## config.mk

```make
export PLATFORM = sky130hd
export DESIGN_NAME = interrupt_ctrl
export DESIGN_NICKNAME = d
export VERILOG_FILES = /design/src/rtl/interrupt_ctrl_pkg.sv /design/src/rtl/int_prio.sv /design/src/rtl/interrupt_ctrl.sv
export SDC_FILE = /design/constraint.sdc
export NUM_CORES = 1
export LEC_CHECK = 0
export BUFFER_PORTS_ARGS = -buffer_cell sky130_fd_sc_hd__clkbuf_2
export CORE_AREA = 3 3 109 111
export CTS_CLUSTER_SIZE = 8
export DETAILED_ROUTE_END_ITERATION = 8
export DIE_AREA = 0 0 112 114
export PLACE_DENSITY = 0.67
export SYNTH_ARGS = -nofsm -noshare
export SYNTH_HDL_FRONTEND = slang
export SYNTH_SLANG_ARGS = --single-unit
```

## constraint.sdc

```tcl
create_clock -name clk_i -period 1.7 [get_ports clk_i]
set_input_delay 0.17 -clock clk_i [delete_from_list [all_inputs] [get_ports clk_i]]
set_output_delay 0.17 -clock clk_i [all_outputs]
set_load 0.05 [all_outputs]
```

## src/rtl/interrupt_ctrl_pkg.sv

```systemverilog
// rtl/interrupt_ctrl_pkg.sv - shared CSR addresses, cause codes, mstatus/mie bit positions and FSM encodings
package interrupt_ctrl_pkg;

  localparam logic [11:0] CSR_MSTATUS = 12'h300;
  localparam logic [11:0] CSR_MEPC    = 12'h341;
  localparam logic [11:0] CSR_MCAUSE  = 12'h342;

  localparam logic [31:0] CAUSE_ECALL = 32'd11;
  localparam logic [31:0] CAUSE_EXT   = 32'h8000_000B;
  localparam logic [31:0] CAUSE_SW    = 32'h8000_0003;
  localparam logic [31:0] CAUSE_TIMER = 32'h8000_0007;

  localparam int MSTATUS_MIE    = 3;
  localparam int MSTATUS_MPIE   = 7;
  localparam int MSTATUS_MPP_LO = 11;

  localparam int MIE_MSIE = 3;
  localparam int MIE_MTIE = 7;
  localparam int MIE_MEIE = 11;

  typedef enum logic [2:0] {
    IDLE,
    W_MEPC,
    W_MSTATUS,
    W_MCAUSE,
    TRAP_JUMP,
    MRET_MSTATUS,
    MRET_JUMP
  } state_e;

  typedef enum logic [1:0] {
    EVT_NONE,
    EVT_ECALL,
    EVT_MRET,
    EVT_IRQ
  } event_e;

endpackage

```

## src/rtl/int_prio.sv

```systemverilog
// rtl/int_prio.sv - combinational event priority selection and cause encoding
module int_prio
  import interrupt_ctrl_pkg::*;
(
  input  logic        ecall_i,
  input  logic        mret_i,
  input  logic        irq_ext_i,
  input  logic        irq_sw_i,
  input  logic        irq_timer_i,
  input  logic        global_mie_i,
  input  logic        meie_i,
  input  logic        msie_i,
  input  logic        mtie_i,
  output event_e      evt_o,
  output logic [31:0] cause_o
);

  // ecall beats mret beats interrupts; among interrupts ext > sw > timer
  always_comb begin
    evt_o   = EVT_NONE;
    cause_o = '0;
    if (ecall_i) begin
      evt_o   = EVT_ECALL;
      cause_o = CAUSE_ECALL;
    end else if (mret_i) begin
      evt_o = EVT_MRET;
    end else if (global_mie_i) begin
      if (meie_i && irq_ext_i) begin
        evt_o   = EVT_IRQ;
        cause_o = CAUSE_EXT;
      end else if (msie_i && irq_sw_i) begin
        evt_o   = EVT_IRQ;
        cause_o = CAUSE_SW;
      end else if (mtie_i && irq_timer_i) begin
        evt_o   = EVT_IRQ;
        cause_o = CAUSE_TIMER;
      end
    end
  end

endmodule

```

## src/rtl/interrupt_ctrl.sv

```systemverilog
// rtl/interrupt_ctrl.sv - trap/mret sequencer with CSR write port; INT_VECTORED_EN enables vectored mtvec
module interrupt_ctrl
  import interrupt_ctrl_pkg::*;
#(
  parameter int ADDR_WIDTH     = 32,
  parameter int DATA_WIDTH     = 32,
  parameter int CSR_ADDR_WIDTH = 12
) (
  input  logic                      clk_i,
  input  logic                      rst_ni,
  input  logic                      irq_ext_i,
  input  logic                      irq_sw_i,
  input  logic                      irq_timer_i,
  input  logic                      ecall_i,
  input  logic                      mret_i,
  input  logic [ADDR_WIDTH-1:0]     inst_addr_i,
  input  logic                      jump_flag_i,
  input  logic [ADDR_WIDTH-1:0]     jump_addr_i,
  input  logic [ADDR_WIDTH-1:0]     mtvec_i,
  input  logic [ADDR_WIDTH-1:0]     mepc_i,
  input  logic [DATA_WIDTH-1:0]     mstatus_i,
  input  logic [DATA_WIDTH-1:0]     mie_i,
  output logic                      csr_we_o,
  output logic [CSR_ADDR_WIDTH-1:0] csr_waddr_o,
  output logic [DATA_WIDTH-1:0]     csr_wdata_o,
  output logic                      hold_flag_o,
  output logic                      int_assert_o,
  output logic [ADDR_WIDTH-1:0]     int_addr_o
);

  state_e                state_q;
  event_e                evt;
  logic [31:0]           cause_sel;
  logic [31:0]           cause_q;
  logic [ADDR_WIDTH-1:0] pc_sel;
  logic [ADDR_WIDTH-1:0] trap_base;
  logic [ADDR_WIDTH-1:0] trap_target;
  logic                  unused_inputs;

  int_prio u_int_prio (
    .ecall_i      (ecall_i),
    .mret_i       (mret_i),
    .irq_ext_i    (irq_ext_i),
    .irq_sw_i     (irq_sw_i),
    .irq_timer_i  (irq_timer_i),
    .global_mie_i (mstatus_i[MSTATUS_MIE]),
    .meie_i       (mie_i[MIE_MEIE]),
    .msie_i       (mie_i[MIE_MSIE]),
    .mtie_i       (mie_i[MIE_MTIE]),
    .evt_o        (evt),
    .cause_o      (cause_sel)
  );

  // trap entry: stack MIE into MPIE, disable MIE, return to M-mode
  function automatic logic [DATA_WIDTH-1:0] trap_mstatus(input logic [DATA_WIDTH-1:0] ms);
    logic [DATA_WIDTH-1:0] r;
    r = ms;
    r[MSTATUS_MPIE] = ms[MSTATUS_MIE];
    r[MSTATUS_MIE]  = 1'b0;
    r[MSTATUS_MPP_LO +: 2] = 2'b11;
    return r;
  endfunction

  // mret: restore MIE from MPIE, set MPIE, keep MPP at M-mode
  function automatic logic [DATA_WIDTH-1:0] mret_mstatus(input logic [DATA_WIDTH-1:0] ms);
    logic [DATA_WIDTH-1:0] r;
    r = ms;
    r[MSTATUS_MIE]  = ms[MSTATUS_MPIE];
    r[MSTATUS_MPIE] = 1'b1;
    r[MSTATUS_MPP_LO +: 2] = 2'b11;
    return r;
  endfunction

  assign pc_sel    = jump_flag_i ? jump_addr_i : inst_addr_i;
  assign trap_base = {mtvec_i[ADDR_WIDTH-1:2], 2'b00};

`ifdef INT_VECTORED_EN
  assign trap_target = (mtvec_i[1:0] == 2'b01 && cause_q[31])
                     ? trap_base + ADDR_WIDTH'({cause_q[4:0], 2'b00})
                     : trap_base;
`else
  assign trap_target = trap_base;
`endif

  // only the enable bits of mie and the base bits of mtvec are consumed everywhere
  assign unused_inputs = ^{mie_i, mtvec_i[1:0]};

  // stall while accepting an event and for the whole sequence; reset forces it low
  assign hold_flag_o = rst_ni && ((state_q != IDLE) || (evt != EVT_NONE));

  // sequencer with registered CSR write port and redirect outputs
  always_ff @(posedge clk_i or negedge rst_ni) begin
    if (!rst_ni) begin
      state_q      <= IDLE;
      cause_q      <= '0;
      csr_we_o     <= 1'b0;
      csr_waddr_o  <= '0;
      csr_wdata_o  <= '0;
      int_assert_o <= 1'b0;
      int_addr_o   <= '0;
    end else begin
      csr_we_o     <= 1'b0;
      csr_waddr_o  <= '0;
      csr_wdata_o  <= '0;
      int_assert_o <= 1'b0;
      int_addr_o   <= '0;
      case (state_q)
        IDLE: begin
          if (evt == EVT_ECALL || evt == EVT_IRQ) begin
            state_q     <= W_MEPC;
            cause_q     <= cause_sel;
            csr_we_o    <= 1'b1;
            csr_waddr_o <= CSR_ADDR_WIDTH'(CSR_MEPC);
            csr_wdata_o <= DATA_WIDTH'(pc_sel);
          end else if (evt == EVT_MRET) begin
            state_q     <= MRET_MSTATUS;
            csr_we_o    <= 1'b1;
            csr_waddr_o <= CSR_ADDR_WIDTH'(CSR_MSTATUS);
            csr_wdata_o <= mret_mstatus(mstatus_i);
          end
        end
        W_MEPC: begin
          state_q     <= W_MSTATUS;
          csr_we_o    <= 1'b1;
          csr_waddr_o <= CSR_ADDR_WIDTH'(CSR_MSTATUS);
          csr_wdata_o <= trap_mstatus(mstatus_i);
        end
        W_MSTATUS: begin
          state_q     <= W_MCAUSE;
          csr_we_o    <= 1'b1;
          csr_waddr_o <= CSR_ADDR_WIDTH'(CSR_MCAUSE);
          csr_wdata_o <= DATA_WIDTH'(cause_q);
        end
        W_MCAUSE: begin
          state_q      <= TRAP_JUMP;
          int_assert_o <= 1'b1;
          int_addr_o   <= trap_target;
        end
        MRET_MSTATUS: begin
          state_q      <= MRET_JUMP;
          int_assert_o <= 1'b1;
          int_addr_o   <= mepc_i;
        end
        default: begin
          state_q <= IDLE;
        end
      endcase
    end
  end

endmodule

```

### Word level (Yosys, flattened, before mapping)

Index checks and enable logic that the tools add are counted.

* reductions and logical operators: 12
* mux-type cells: 27
* eq/ne operators: 8

Operators by type and width (count)
* 32-bit two-way mux: 9
* 32-bit one-hot mux with 3 select lines: 1
* 32-bit one-hot mux with 2 select lines: 1
* 10-bit one-hot mux with 3 select lines: 1
* 10-bit two-way mux: 2
* 3-bit one-hot mux with 5 select lines: 1
* 2-bit two-way mux: 6
* 3-bit by 2-bit equality test with 1-bit output, second input constant: 2
* 3-bit two-way mux: 2
* 2-bit equality test, second input constant: 2
* 1-bit logical AND: 4
* 2-bit OR reduction: 2
* 3-bit by 1-bit equality test with 1-bit output, second input constant: 1
* 3-bit equality test, second input constant: 1
* 3-bit zero test: 1
* 1-bit two-way mux: 3
* 3-bit inequality test, second input constant: 1
* 3-bit nonzero test: 1
* 2-bit by 1-bit equality test with 1-bit output, second input constant: 1
* 1-bit logical OR: 2
* 1-bit one-hot mux with 2 select lines: 1
* 2-bit AND reduction: 1
* 2-bit nonzero test: 1

* register bits after elaboration: 113
* input port bits: 200
* output and inout port bits: 79
* logic and storage cells: 54

### Logic depth before layout (Yosys ltp)

* depth after elaboration: 11
* depth in mapped cells: 6
* gate-level depth less buffers: 5

### Modules after synthesis

From an unflattened synthesis, not the netlist that was laid out.

* cell total of the unflattened synthesis: 439
* area, all modules: 4764.6 sq um

Modules (own cells, without submodules)
* interrupt_ctrl: cells each 396, instances 1, sequential area each 2627.5 sq um, area an instance 4454.3 sq um
* int_prio: cells each 43, instances 1, sequential area each 0.0 sq um, area an instance 310.3 sq um

### Least setup slack after synthesis

OpenSTA, ideal clock, no wires.

* path kind: reg-to-output
* start: register state_q[1]
* end: output hold_flag_o
* arrival time: 1.522 ns
* required time: 1.530 ns
* buffers on the path: 1
* cell stages (with the launch flop): 4
* setup slack: 0.008 ns
* cell sequence: dfrtp_1 > buf_2 > or3_1 > o41a_1

* word-level cells in the longest chain between the ends: 3

Ends and longest elaborated chain
* start, declared: RTL line interrupt_ctrl.sv:31 `state_e state_q;`
* start signal, assigned: RTL line interrupt_ctrl.sv:94 `state_q <= IDLE;`
* start signal, assigned: RTL line interrupt_ctrl.sv:110 `state_q <= W_MEPC;`
* start signal, assigned: RTL line interrupt_ctrl.sv:116 `state_q <= MRET_MSTATUS;`
* 3-bit nonzero test: RTL line interrupt_ctrl.sv:89 `assign hold_flag_o = rst_ni && ((state_q != IDLE) || (evt != EVT_NONE));`
* 1-bit logical OR: RTL line interrupt_ctrl.sv:89
* 1-bit logical AND: RTL line interrupt_ctrl.sv:89
* end, declared: RTL line interrupt_ctrl.sv:26 `output logic hold_flag_o,`

Every way passes these cells.

### Final worst setup path

* start: register state_q[2]
* end: output hold_flag_o

Same word-level chain as after synthesis.

==> results.yml <==
run_status:
  failed_checks: "setup timing"
  status: "complete, but fails checks"
worst_setup_path:
  max_stage_delay_ns: 0.40
  crit_chain: "or3_4, o41a_1, buf_8"
  crit_path_max_fanout: 2
  cp-end-kind: "primary output"
  cp_top_family: "simple AND/OR/NAND/NOR gates"
  r2r_end: "csr_wdata_o[23]$_DFF_PN0_"
  crit_buf_inv: 1
  worstRegToRegCells: 6
  arrival_ns: 1.63
  worst-setup-path-type: "flip-flop to primary output"
  cp_slowest_cell: "or3_4"
  cp.required_ns: 1.53
  startpoint_type: "flip-flop"
  reg2reg_from: "state_q[2]$_DFFE_PN0P_"
  rrSetupSlack_ns: 0.11
drt:
  dr_wl_met3_um: 601
  ant_nets: 0
  first_pass_iters: 5
  wl_um: 10500
  drtIter0Drc: 78
  wl_met1_um: 4040
  vias: 3021
  viasPerCell: 4.684
  drc: 0
  wl_met2_um: 5664
  wl_per_cell_um: 16.28
  top_layer: "met4"
clocking:
  clock_latency_ns: 0.34
  clkTransAtPathRegs_ns: 0.08
  clk_root_buffer_cell: "clkbuf_8"
  clkSinkCount: 77
  cts_buffer_depth: 2
  cts_tree: "built"
  numCtsBuffers: 9
  cts_max_level: 3
cells_and_area:
  final_nets: 700
  stdcell_count: 645
  fillers: 1062
  final_common_cell: "clkbuf_2"
  mostFrequentLayoutCells: "clkbuf_2 (236), dfrtp_1 (77), mux2i_1 (33)"
  area_delta_synth_final_pct: 49.81
  antenna_cells: 0
  seqCellArea_sq_mm: 0.001927
  layout-drive-gt1-share_pct: 54.85
  multiInputGateArea_sq_mm: 0.001265
pwr:
  powerDensity_mw_per_mm2: 1778
  ir_drop_mv: 0.9739
  leakagePower_nw: 2.770
logic_synthesis:
  syn_avg_cell_area_sq_um: 13.14
  ys_types: 38
  synth_warnings: 0
  synth.top_cell.area_share_pct: 57.72
  async_reset_ff_share_pct: 100.0
  yosys.area.top_type: "dfrtp_1"
  ys.flop_type: "dfrtp_1"
  yosys-top-cells-area: "dfrtp_1 (58%), mux2i_1 (9.9%), a22o_1 (7.9%), o2bb2ai_1 (6.6%), buf_2 (2.1%)"
  netlist_area_sq_mm: 0.003338
  synth_edf_count: 0
  ys_seq_area_share_pct: 57.72
  ys_seq_elements: 77
  syn_inst: 254
floorplanning:
  fp.dieH_um: 114
  die_x_um: 112
  initial_core_util_pct: 30.66
  coreArea_sq_mm: 0.01089
  die-area_sq_mm: 0.01277
  num_rows: 38
  io_pins: 279
global_routing:
  overflow: 0
  grt_max_degree: 78
  antenna_found_initial: 0
  grt_pass1_vias: 3194
  grt_pass1_wl_um: 16400
  grt_use_total_pct: 16.44
timing:
  maxSlewHeadroom_pct: 49.73
  rsz0062_at_grt: "yes"
  fin_ws_ns: -0.1007
  finClkSkew_ns: 0.01369
  finalSetupTns_ns: -0.1007
  finalHoldViolations: 0
  finalCritPeriodShare_pct: 105.9
  finalSetupViolCount: 1
  maxSlewViolCount: 0
  max_freq_ghz: 0.5554
  worst_slew_pin_slew_ns: 0.7533
  layout_min_cycle_time_ns: 1.801
worst_hold_path:
  holdPathStages: 2
  hold_class: "input pin to flip-flop"
  whs_endpoint: "int_addr_o[27]$_DFF_PN0_"
  hold_path_startpoint: "mepc_i[27]"
placement:
  dp.cells: 625
  portBuffers: 238
  place.detailed.hpwl_um: 8136
  dp_slack_ns: -0.08923
  gp_congestion: 0.8227
flow_run:
  maxCapViolations: 0
-- timing repair --
| action | 4_1_cts | 5_1_grt |
|---|---|---|
| pin swaps | 2 | 0 |
| hold buffers | 1 | 0 |
| gates cloned | 1 | 0 |
| endpoints found under the setup margin | 31 | 2 |
| resized for setup | 4 | 2 |
| hold endpoints to repair | 77 | 0 |
| buffers inserted | 2 | 0 |
-- worst register-to-register path: stages (launching register included) --
cell and delay [ns]:
dfrtp_1 0.39, buf_4 0.17, buf_4 0.15, nor3_4 0.23
o221ai_4 0.14, buf_12 0.19, o2bb2ai_1 0.22
-- how the worst max path moves through the flow --
| stage | startpoint | end | slack [ns] | cells after the start |
|---|---|---|---|---|
| CTS | state_q[2]$_DFFE_PN0P_ | hold_flag_o | -0.13 | 3 |
| finish | state_q[2]$_DFFE_PN0P_ | hold_flag_o | -0.10 | 3 |
| detailed placement | state_q[0]$_DFFE_PN0P_ | int_addr_o[23]$_DFF_PN0_ | -0.09 | 3 |
| global placement | state_q[0]$_DFFE_PN0P_ | int_addr_o[30]$_DFF_PN0_ | -0.06 | 3 |
| floorplan | state_q[1]$_DFFE_PN0P_ | hold_flag_o | 0.008 | 3 |
| global route | state_q[2]$_DFFE_PN0P_ | hold_flag_o | -0.18 | 3 |
-- cells by family (layout without fill, tap and decap cells) --
kind of cell | count (synthesis) | after routing | share of synthesized area, %
muxes | 33 | 33 | 9.895
xor gates and xnor gates | 1 | 1 | 0.2624
buffers and inverters | 34 | 278 | 6.147
DFF | 77 | 77 | 57.72
and+or+nand+nor | 25 | 26 | 4.760
other | 1 | 7 | 0.1123
AOI/OAI and AO/OA | 83 | 83 | 21.10
-- layout make-up --
cell class / instances / share of cell area [%]
Timing Repair Buffer: 255 / 27.92
Multi-Input combinational cell: 150 / 25.29
Inverter: 7 / 0.5254
Sequential cell: 77 / 38.53
Clock buffer: 13 / 3.378
Tap cell: 140 / 3.503
Clock inverter: 3 / 0.8506
-- sequential cells by signal (all words and copies together) (netlist names) --
| name | cells |
|---|---|
| cause_q | 4 |
| csr_we_o | 1 |
| int_addr_o | 32 |
| csr_wdata_o | 32 |
| csr_waddr_o | 4 |
| int_assert_o | 1 |
| state_q | 3 |
-- report_power, final --
part	switching, W	internal, W	total, W
registers	0.000223	0.00246	0.00269
clock network	0.000640	0.000798	0.00144
logic	0.00341	0.00135	0.00477
total	0.00428	0.00461	0.00889
-- routing by layer --
metal | vias up | track usage [%]
met4 | 0 | 7.372
met5 | - | 0
li1 | 1430 | -
met1 | 1463 | 19.23
met3 | 14 | 2.599
met2 | 114 | 29.74
-- stage by stage --
step	utilization (%)	instance area [sq um]	power (W)	hold slack [ns]
floorplan	-	3361	0.006068	-0.1256
global placement	43.45	4731	0.007352	0.2775
detailed placement	43.45	4731	0.007427	0.2781
CTS	45.92	5000	0.009017	0.008620
global route	45.93	5001	0.009373	0.009529
finish	45.93	5001	0.008890	0.03886
-- cells in the mapped netlist (2+ instances only) --
library cell,count
buf_2,14
nor2b_1,2
a21oi_1,2
and2_1,4
o21ai_0,4
o2bb2ai_1,25
buf_6,4
nor2_1,5
a22o_1,30
nand2b_1,2
inv_1,7
o221ai_1,4
nor3b_2,2
o21a_1,4
nand2_1,5
dfrtp_1,77
o21ai_1,3
buf_4,8
mux2i_1,33
Note: power is estimated with default switching activity, not from simulation.
